<file path="config.mk">
export PLATFORM = sky130hd
export DESIGN_NAME = edge_delay_meter
export DESIGN_NICKNAME = d
export VERILOG_FILES = /design/src/rtl/edge_delay_meter.sv
export SDC_FILE = /design/constraint.sdc
export NUM_CORES = 1
export LEC_CHECK = 0
export ABC_AREA = 1
export CORE_MARGIN = 3
export CORE_UTILIZATION = 56
export DETAILED_ROUTE_END_ITERATION = 10
export PLACE_DENSITY = 0.8
export SETUP_SLACK_MARGIN = 0.02
export SLEW_MARGIN = 20
export SYNTH_ARGS = -nofsm -noshare
export SYNTH_HDL_FRONTEND = slang
export SYNTH_SLANG_ARGS = --single-unit
</file>
<file path="constraint.sdc">
create_clock -name clk -period 2.8 [get_ports clk]
set_input_delay 0.56 -clock clk [delete_from_list [all_inputs] [get_ports clk]]
set_output_delay 0.56 -clock clk [all_outputs]
set_load 0.02 [all_outputs]
</file>
<file path="src/rtl/edge_delay_meter.sv">
// rtl/edge_delay_meter.sv - start-to-stop edge delay meter reporting units/fraction over valid/ready
// Optional feature macro: EDM_AUTO_REARM_EN (re-arm automatically after each accepted result).
module edge_delay_meter #(
    parameter int PREC_DIV      = 10,
    parameter int CNT_W         = 16,
    parameter int TIMEOUT_UNITS = 1000,
    localparam int FRAC_W       = $clog2(PREC_DIV)
) (
    input  logic              clk,
    input  logic              rst_n,
    input  logic              arm,
    input  logic              start_in,
    input  logic              stop_in,
    output logic              busy,
    output logic              res_valid,
    input  logic              res_ready,
    output logic [CNT_W-1:0]  res_units,
    output logic [FRAC_W-1:0] res_frac,
    output logic              res_timeout
);

    typedef enum logic [1:0] {S_IDLE, S_ARMED, S_MEASURE, S_DONE} state_t;

    state_t              state_q, state_d;
    logic                start_prev_q, stop_prev_q;
    logic [FRAC_W-1:0]   frac_q, frac_d, frac_inc;
    logic [CNT_W-1:0]    unit_q, unit_d, unit_inc;
    logic [CNT_W-1:0]    res_units_q, res_units_d;
    logic [FRAC_W-1:0]   res_frac_q, res_frac_d;
    logic                res_timeout_q, res_timeout_d;
    logic                start_rise, stop_rise, hit_limit;

    assign start_rise = start_in & ~start_prev_q;
    assign stop_rise  = stop_in & ~stop_prev_q;

    // Elapsed count including the current edge, so a stop on this edge latches T directly.
    always_comb begin
        frac_inc = frac_q + 1'b1;
        unit_inc = unit_q;
        if (frac_q == FRAC_W'(PREC_DIV - 1)) begin
            frac_inc = '0;
            unit_inc = unit_q + 1'b1;
        end
    end

    assign hit_limit = (unit_inc == CNT_W'(TIMEOUT_UNITS)) && (frac_inc == '0);

    always_comb begin
        state_d       = state_q;
        frac_d        = frac_q;
        unit_d        = unit_q;
        res_units_d   = res_units_q;
        res_frac_d    = res_frac_q;
        res_timeout_d = res_timeout_q;
        case (state_q)
            S_IDLE: begin
                if (arm) state_d = S_ARMED;
            end
            S_ARMED: begin
                if (start_rise) begin
                    state_d = S_MEASURE;
                    frac_d  = '0;
                    unit_d  = '0;
                end
            end
            S_MEASURE: begin
                frac_d = frac_inc;
                unit_d = unit_inc;
                if (stop_rise || hit_limit) begin
                    state_d       = S_DONE;
                    res_units_d   = unit_inc;
                    res_frac_d    = frac_inc;
                    res_timeout_d = ~stop_rise;
                end
            end
            S_DONE: begin
                if (res_ready) begin
`ifdef EDM_AUTO_REARM_EN
                    state_d = S_ARMED;
`else
                    state_d = S_IDLE;
`endif
                end
            end
            default: state_d = S_IDLE;
        endcase
    end

    always_ff @(posedge clk or negedge rst_n) begin
        if (!rst_n) begin
            state_q       <= S_IDLE;
            start_prev_q  <= 1'b0;
            stop_prev_q   <= 1'b0;
            frac_q        <= '0;
            unit_q        <= '0;
            res_units_q   <= '0;
            res_frac_q    <= '0;
            res_timeout_q <= 1'b0;
        end else begin
            state_q       <= state_d;
            start_prev_q  <= start_in;
            stop_prev_q   <= stop_in;
            frac_q        <= frac_d;
            unit_q        <= unit_d;
            res_units_q   <= res_units_d;
            res_frac_q    <= res_frac_d;
            res_timeout_q <= res_timeout_d;
        end
    end

    assign busy        = (state_q == S_ARMED) || (state_q == S_MEASURE);
    assign res_valid   = (state_q == S_DONE);
    assign res_units   = res_units_q;
    assign res_frac    = res_frac_q;
    assign res_timeout = res_timeout_q;

endmodule

</file>
==> run summary <==
P_int: 1.61 mW
Fin Clk Skew: 0.00474 ns
Worst reg2reg endpoint: res_units[2]
Final std cells w/o fill: 381
First-pass GRT wire length: 8780 um
Slew at the pin with the worst max-slew slack: 0.503 ns
Final HPWL DP: 3490 um
Worst Setup End Kind: flop
FMAX: 414 MHz
Crit share post-route: 0.862
Ports: 29
Clk root buf: clkbuf_8
DRC: 0
Seq/Total Area, Yosys: 0.459
Diodes inserted: 0
Fin area: 2880 um2
Mapped Area: 2450 um2
Clk pwr share: 0.194
Rows: 23
Total number of vias: 1,978
Synth Register Bits: 45
Placeable Area: 4120 um2
Power, Total: 2.64 mW
Data required, critical path: 2.99 ns
Leakage: 1.32 nW
Worst r2r src: unit_q[1]
Die Width: 72.2 um
Post-synth top cells: nand2_1, dfrtp_1, inv_1
Distinct cells, synth: 26
Total Routing Usage GR: 0.213
Post-placement cell area: 2750 um2
GR Layer Usage met3: 0.0402
Reg2Reg Depth: 14
Number of synthesized flops with an enable pin: 0
CP arrival: 2.60 ns
Peak supply drop: 567 uV
Final setup violation count: 0
Post-CTS setup buffers: 0
Area Growth Syn to Fin: 17.3%
Final estimated routing congestion in global placement: 0.902
Die Height: 72.2 um
Final Max Tran Viols: 0
RSZ-0062 raised after global routing: no
Total Wirelength: 4980 um
Flop pwr share: 0.360
Most frequent cell after synthesis: nand2_1
CTS buffer count: 5
Asr flop ratio synth: 1.00
Slew HR: 0.665
Die area: 5210 um2
Max Cap Viol: 0
Tightest Hold Check Type: in2async
Synthesized instance count: 300
Vias in the first global route: 1,952
DRT iter0 DRCs: 154
Worst setup startpoint: unit_q[1]
Sinks on Clock Net: 45
Largest net degree at the start of global routing: 43
Top_reg_cell synth: dfrtp_1
Buf/Inv on CP: 1
Crit-path max cell delay: 0.41 ns
CP max FO: 42
Critical path class: reg2reg
Clk pin slew, worst setup/hold paths: 0.08 ns
Crit-path cells: ha_1, nand2_1, nor2_2, nand2_1, xor2_1, inv_1, nor2_1, nand2_1, nor2_1, nand2_1, nand2_2, nand2_8, nand2_1, o21ai_2
Antenna viol nets, final: 0
Synth top area share: 0.459
Clk_lat worst skew: 0.30 ns
Switching power: 1.03 mW
Switching Share: 0.389
Crit path top cell by count: nand2_1
H-tree levels: 2
Area leader, netlist: dfrtp_1
Final Hold Vio Count: 0
Startpoint class of the critical path: flop
Reg2Reg Setup Slack: 0.39 ns
Fin Setup TNS: 0 ns
Longest Clk Path Bufs: 2
Met2 GRT Util: 0.327
Starting Density: 0.596
Outcome: completed
Vias per cell: 5.19
Ranking of synthesized cells by area: dfrtp_1, nand2_1, inv_1
Number of buffers added on ports: 28
Drt wl/cell: 13.1 um
Critical path depth in cells: 14
Share of cells above drive strength 1: 0.130
Mapped Nets: 311
Mean Syn Cell Area: 8.17 um2
Synth warn: 0
Initial antenna violation count: 0
Pwr Density: 919 nW/um2
Drt pass-1 iters: 4
Combinational power share: 0.446
Placed cell count: 373
Slowest CP cell: dfrtp_1
Most used routing layer: met2
CP endpoint: res_units[2]
Congestion Overflow GR: 0
Fin nets: 341
Delay-heaviest family, CP: simple AND/OR/NAND/NOR gates
Fin crit period: 2.41 ns
Met1 usage: 0.306
TritonCTS clock tree: yes
==> per-layer routing <==
metal,wire [um],up-vias
met2,2270,45
met3,253,8
li1,-,1023
met5,0,-
met1,2390,902
met4,61,0
==> how the worst min path moves through the flow <==
stage,to,slack [ns],cells after the start
2_1_floorplan,frac_q[0],0.26,0
3_3_place_gp,res_units[2],0.46,2
3_5_place_dp,res_units[3],0.47,2
4_1_cts,res_units[14],0.24,1
5_1_grt,res_units[14],0.25,1
6_report,unit_q[5],0.21,1
==> final cells by class <==
cell class | instances | area (um2)
timing repair buffer | 31 | 298
sequential | 45 | 1130
clock inverter | 1 | 30.0
tap | 50 | 62.6
multi-input combinational | 201 | 1100
fill | 348 | 1240
clock buffer | 7 | 86.3
inverter | 46 | 173
==> cell families (layout without fill, tap and decap cells) <==
kind of cell               count (synthesis)  count (layout)  synth area share
and+or+nand+nor                          145             145             0.272
buffers and inverters                     54              85            0.0964
AOI/OAI and AO/OA                         48              48             0.136
DFF                                       45              45             0.459
adders and majority gates                  5               5            0.0255
xor gates and xnor gates                   3               3            0.0107
==> registers in the layout, summed over array words and instances (netlist names) <==
name and flops:
frac_q 4, res_frac 4, stop_prev_q 1, res_units 16, start_prev_q 1, res_timeout 1
unit_q 16, state_q 2
==> repair_timing <==
item,CTS,global route
endpoints found under the setup margin,0,21
hold buffers,0,0
gates resized for setup,0,2
==> through the flow <==
stage | hold WS [ns] | util | worst slack (ns)
after detailed placement | 0.466 | 0.668 | 0.208
after CTS | 0.239 | 0.696 | 0.137
after floorplan | 0.264 | - | 0.671
after global routing | 0.250 | 0.699 | 0.0560
after global placement | 0.464 | 0.668 | 0.290
final | 0.214 | 0.699 | 0.385
==> power by group through the flow <==
stage | logic, mW | registers [mW] | clock network [mW]
floorplan | 0.556 | 1.13 | 0
global placement | 1.16 | 0.959 | 0
detailed placement | 1.18 | 0.965 | 0
CTS | 1.18 | 0.953 | 0.516
global route | 1.28 | 0.975 | 0.546
finish | 1.18 | 0.953 | 0.512
==> cell usage in the layout (no fill, tap or decap), types with 4 or more instances in the layout <==
| cell | n |
|---|---|
| nor2_1 | 16 |
| nand3_1 | 21 |
| clkbuf_8 | 6 |
| nor2_2 | 6 |
| inv_1 | 44 |
| dfrtp_1 | 45 |
| o22ai_1 | 20 |
| ha_1 | 5 |
| a21oi_1 | 4 |
| nand2_1 | 85 |
| o21ai_2 | 18 |
| clkdlybuf4s50_1 | 27 |
| nand4_1 | 6 |
(Power assumes the default switching activity.)
==> variant (same flow settings) <==
Build with the macro `EDM_AUTO_REARM_EN` defined.
--- a/src/rtl/edge_delay_meter.sv
+++ b/src/rtl/edge_delay_meter.sv
@@ -2,2 +2,4 @@
 // Optional feature macro: EDM_AUTO_REARM_EN (re-arm automatically after each accepted result).
+`define EDM_AUTO_REARM_EN
+
 module edge_delay_meter #(
Function: changed (a bounded check fails within 10 cycles, from zero or initial values and one cycle with rst_n low).
==> variant against the unedited design <==
  * Wire length grew 1.5%
  * Power grew 5.4%
  * Synthesized area is 0.87% higher
  * Worst hold slack better by 36 ps
  * Sequential cell count is the same
  * Sequential power grew 11%
  * Setup slack improved by 26 ps
  * Via count grew 4.7%
  * Non-clock buffer count fell by 1
  * Count of clock-buffer cells in the layout decreased by 1
  * Cell area fell by 0.61%
  * Critical path type unchanged
  * Largest cell class unchanged
  * Largest power group unchanged
  * Highest routed layer unchanged
==> variant: results <==
group,metric,value,unit
status,run_status,"finished, final reports clean",
clock_tree,cts_htree_levels,2,
worst_setup_path,arrival,2570,ps
detailed_routing,drt_pre_antenna_iters,4,
sta,finalCritPeriodShare,85.33,%
synthesis,ys_seq_area_share,45.52,%
clock_tree,cts_buffers,5,
synthesis,synth-compound-area-share,13.56,%
synthesis,synth_cells,308,
synthesis,ys_warn_count,0,
cells_and_area,nets,349,
global_routing,grt_pass1_vias,1995,
worst_setup_path,startpoint_type,"flip-flop",
placed_design,port_buffers,28,
worst_setup_path,timing.rr.start,"frac_q[0]$_DFFE_PN0P_",
placed_design,place_inst,380,
global_routing,grt_pass1_wl,8832,um
synthesis,netlist_top_cells_area,"dfrtp_1, nand2_1, inv_1",
detailed_routing,routed-via-count,2070,
synthesis,synth.area.mux_share,0,%
placed_design,hpwl,3604,um
synthesis,synth_xor_area_share,0.3541,%
power_and_ir_drop,power_leakage,1.346,nW
power_and_ir_drop,peakVddDrop,0.5841,mV
detailed_routing,drtIter0Drc,154,
detailed_routing,wire_per_inst,13.01,um
synthesis,syn_nets,320,
synthesis,yosys-top-cells-count,"nand2_1, inv_1, dfrtp_1",
cells_and_area,nFillCells,337,
clock_tree,cts_setup_buffers,0,
sta,clock_skew,7.847,ps
cells_and_area,drive_above_1_share,11.83,%
clock_tree,root_buffer,"clkbuf_8",
detailed_routing,wl,5048,um
sta,tightest_slew,564.4,ps
worst_setup_path,critical_path.max_stage_delay,490,ps
synthesis,synth_cell_types,27,
placed_design,placed_cell_area,0.002765,mm^2
global_routing,grt_max_degree,46,
global_routing,gr-usage-all-layers,21.25,%
worst_setup_path,rrSetupSlack,410,ps
worst_setup_path,ff2ff_path_depth,15,
placed_design,place_ws,325.4,ps
placed_design,place.gp.congestion,0.8905,
power_and_ir_drop,pwr_density_cell,974.9,mW/mm^2
synthesis,synth_fa_ha_area_share,3.035,%
variant: cell count changes after synthesis, moves of 2 or more:
cell     before  now
nand3_1      21   25
nand2_1      85   90
nand4_1       6    4
xor2_1        3    1
nor2_1       17   19
inv_1        44   46
nor2_2        5    2
variant: cells by family (layout without fill, tap and decap cells):
kind of cell	Yosys count	after routing
flip-flops	45	45
AO/OA/AOI/OAI	48	48
adder cells (fa/ha/maj)	6	6
buffers and inverters	56	86
XOR/XNOR	1	1
AND/OR/NAND/NOR	152	152
variant: worst min path at each step:
stage,startpoint,to,slack (ps),cells after the start
after floorplan,rst_n,frac_q[0]$_DFFE_PN0P_,260,0
after global placement,res_units[9]$_DFFE_PN0P_,res_units[9]$_DFFE_PN0P_,470,2
after detailed placement,res_frac[2]$_DFFE_PN0P_,res_frac[2]$_DFFE_PN0P_,470,2
after CTS,rst_n,res_units[1]$_DFFE_PN0P_,460,1
after global routing,rst_n,res_units[4]$_DFFE_PN0P_,290,1
final,rst_n,res_units[6]$_DFFE_PN0P_,250,1
variant: per-layer routing:
metal | vias to the layer above | GRT usage [%] | part of all wire [%]
met1 | 963 | 28.14 | 46
li1 | 1045 | - | -
met3 | 12 | 5.679 | 4.8
met2 | 50 | 34.18 | 48
met5 | - | 0 | 0
met4 | 0 | 6.557 | 1.7
variant: cell type report:
| type | count | area share (%) |
|---|---|---|
| tap | 50 | 2.188 |
| clock inverter | 2 | 0.3501 |
| clock buffer | 6 | 2.538 |
| inverter | 48 | 6.302 |
| multi-input combinational | 207 | 38.99 |
| sequential | 45 | 39.39 |
| timing repair buffer | 30 | 10.24 |
variant: report_power, final:
part / switching [W] / internal [W]
clock: 0.000216 / 0.000173
sequential: 0.000186 / 0.000874
combinational: 0.000795 / 0.000544
total: 0.00120 / 0.00159
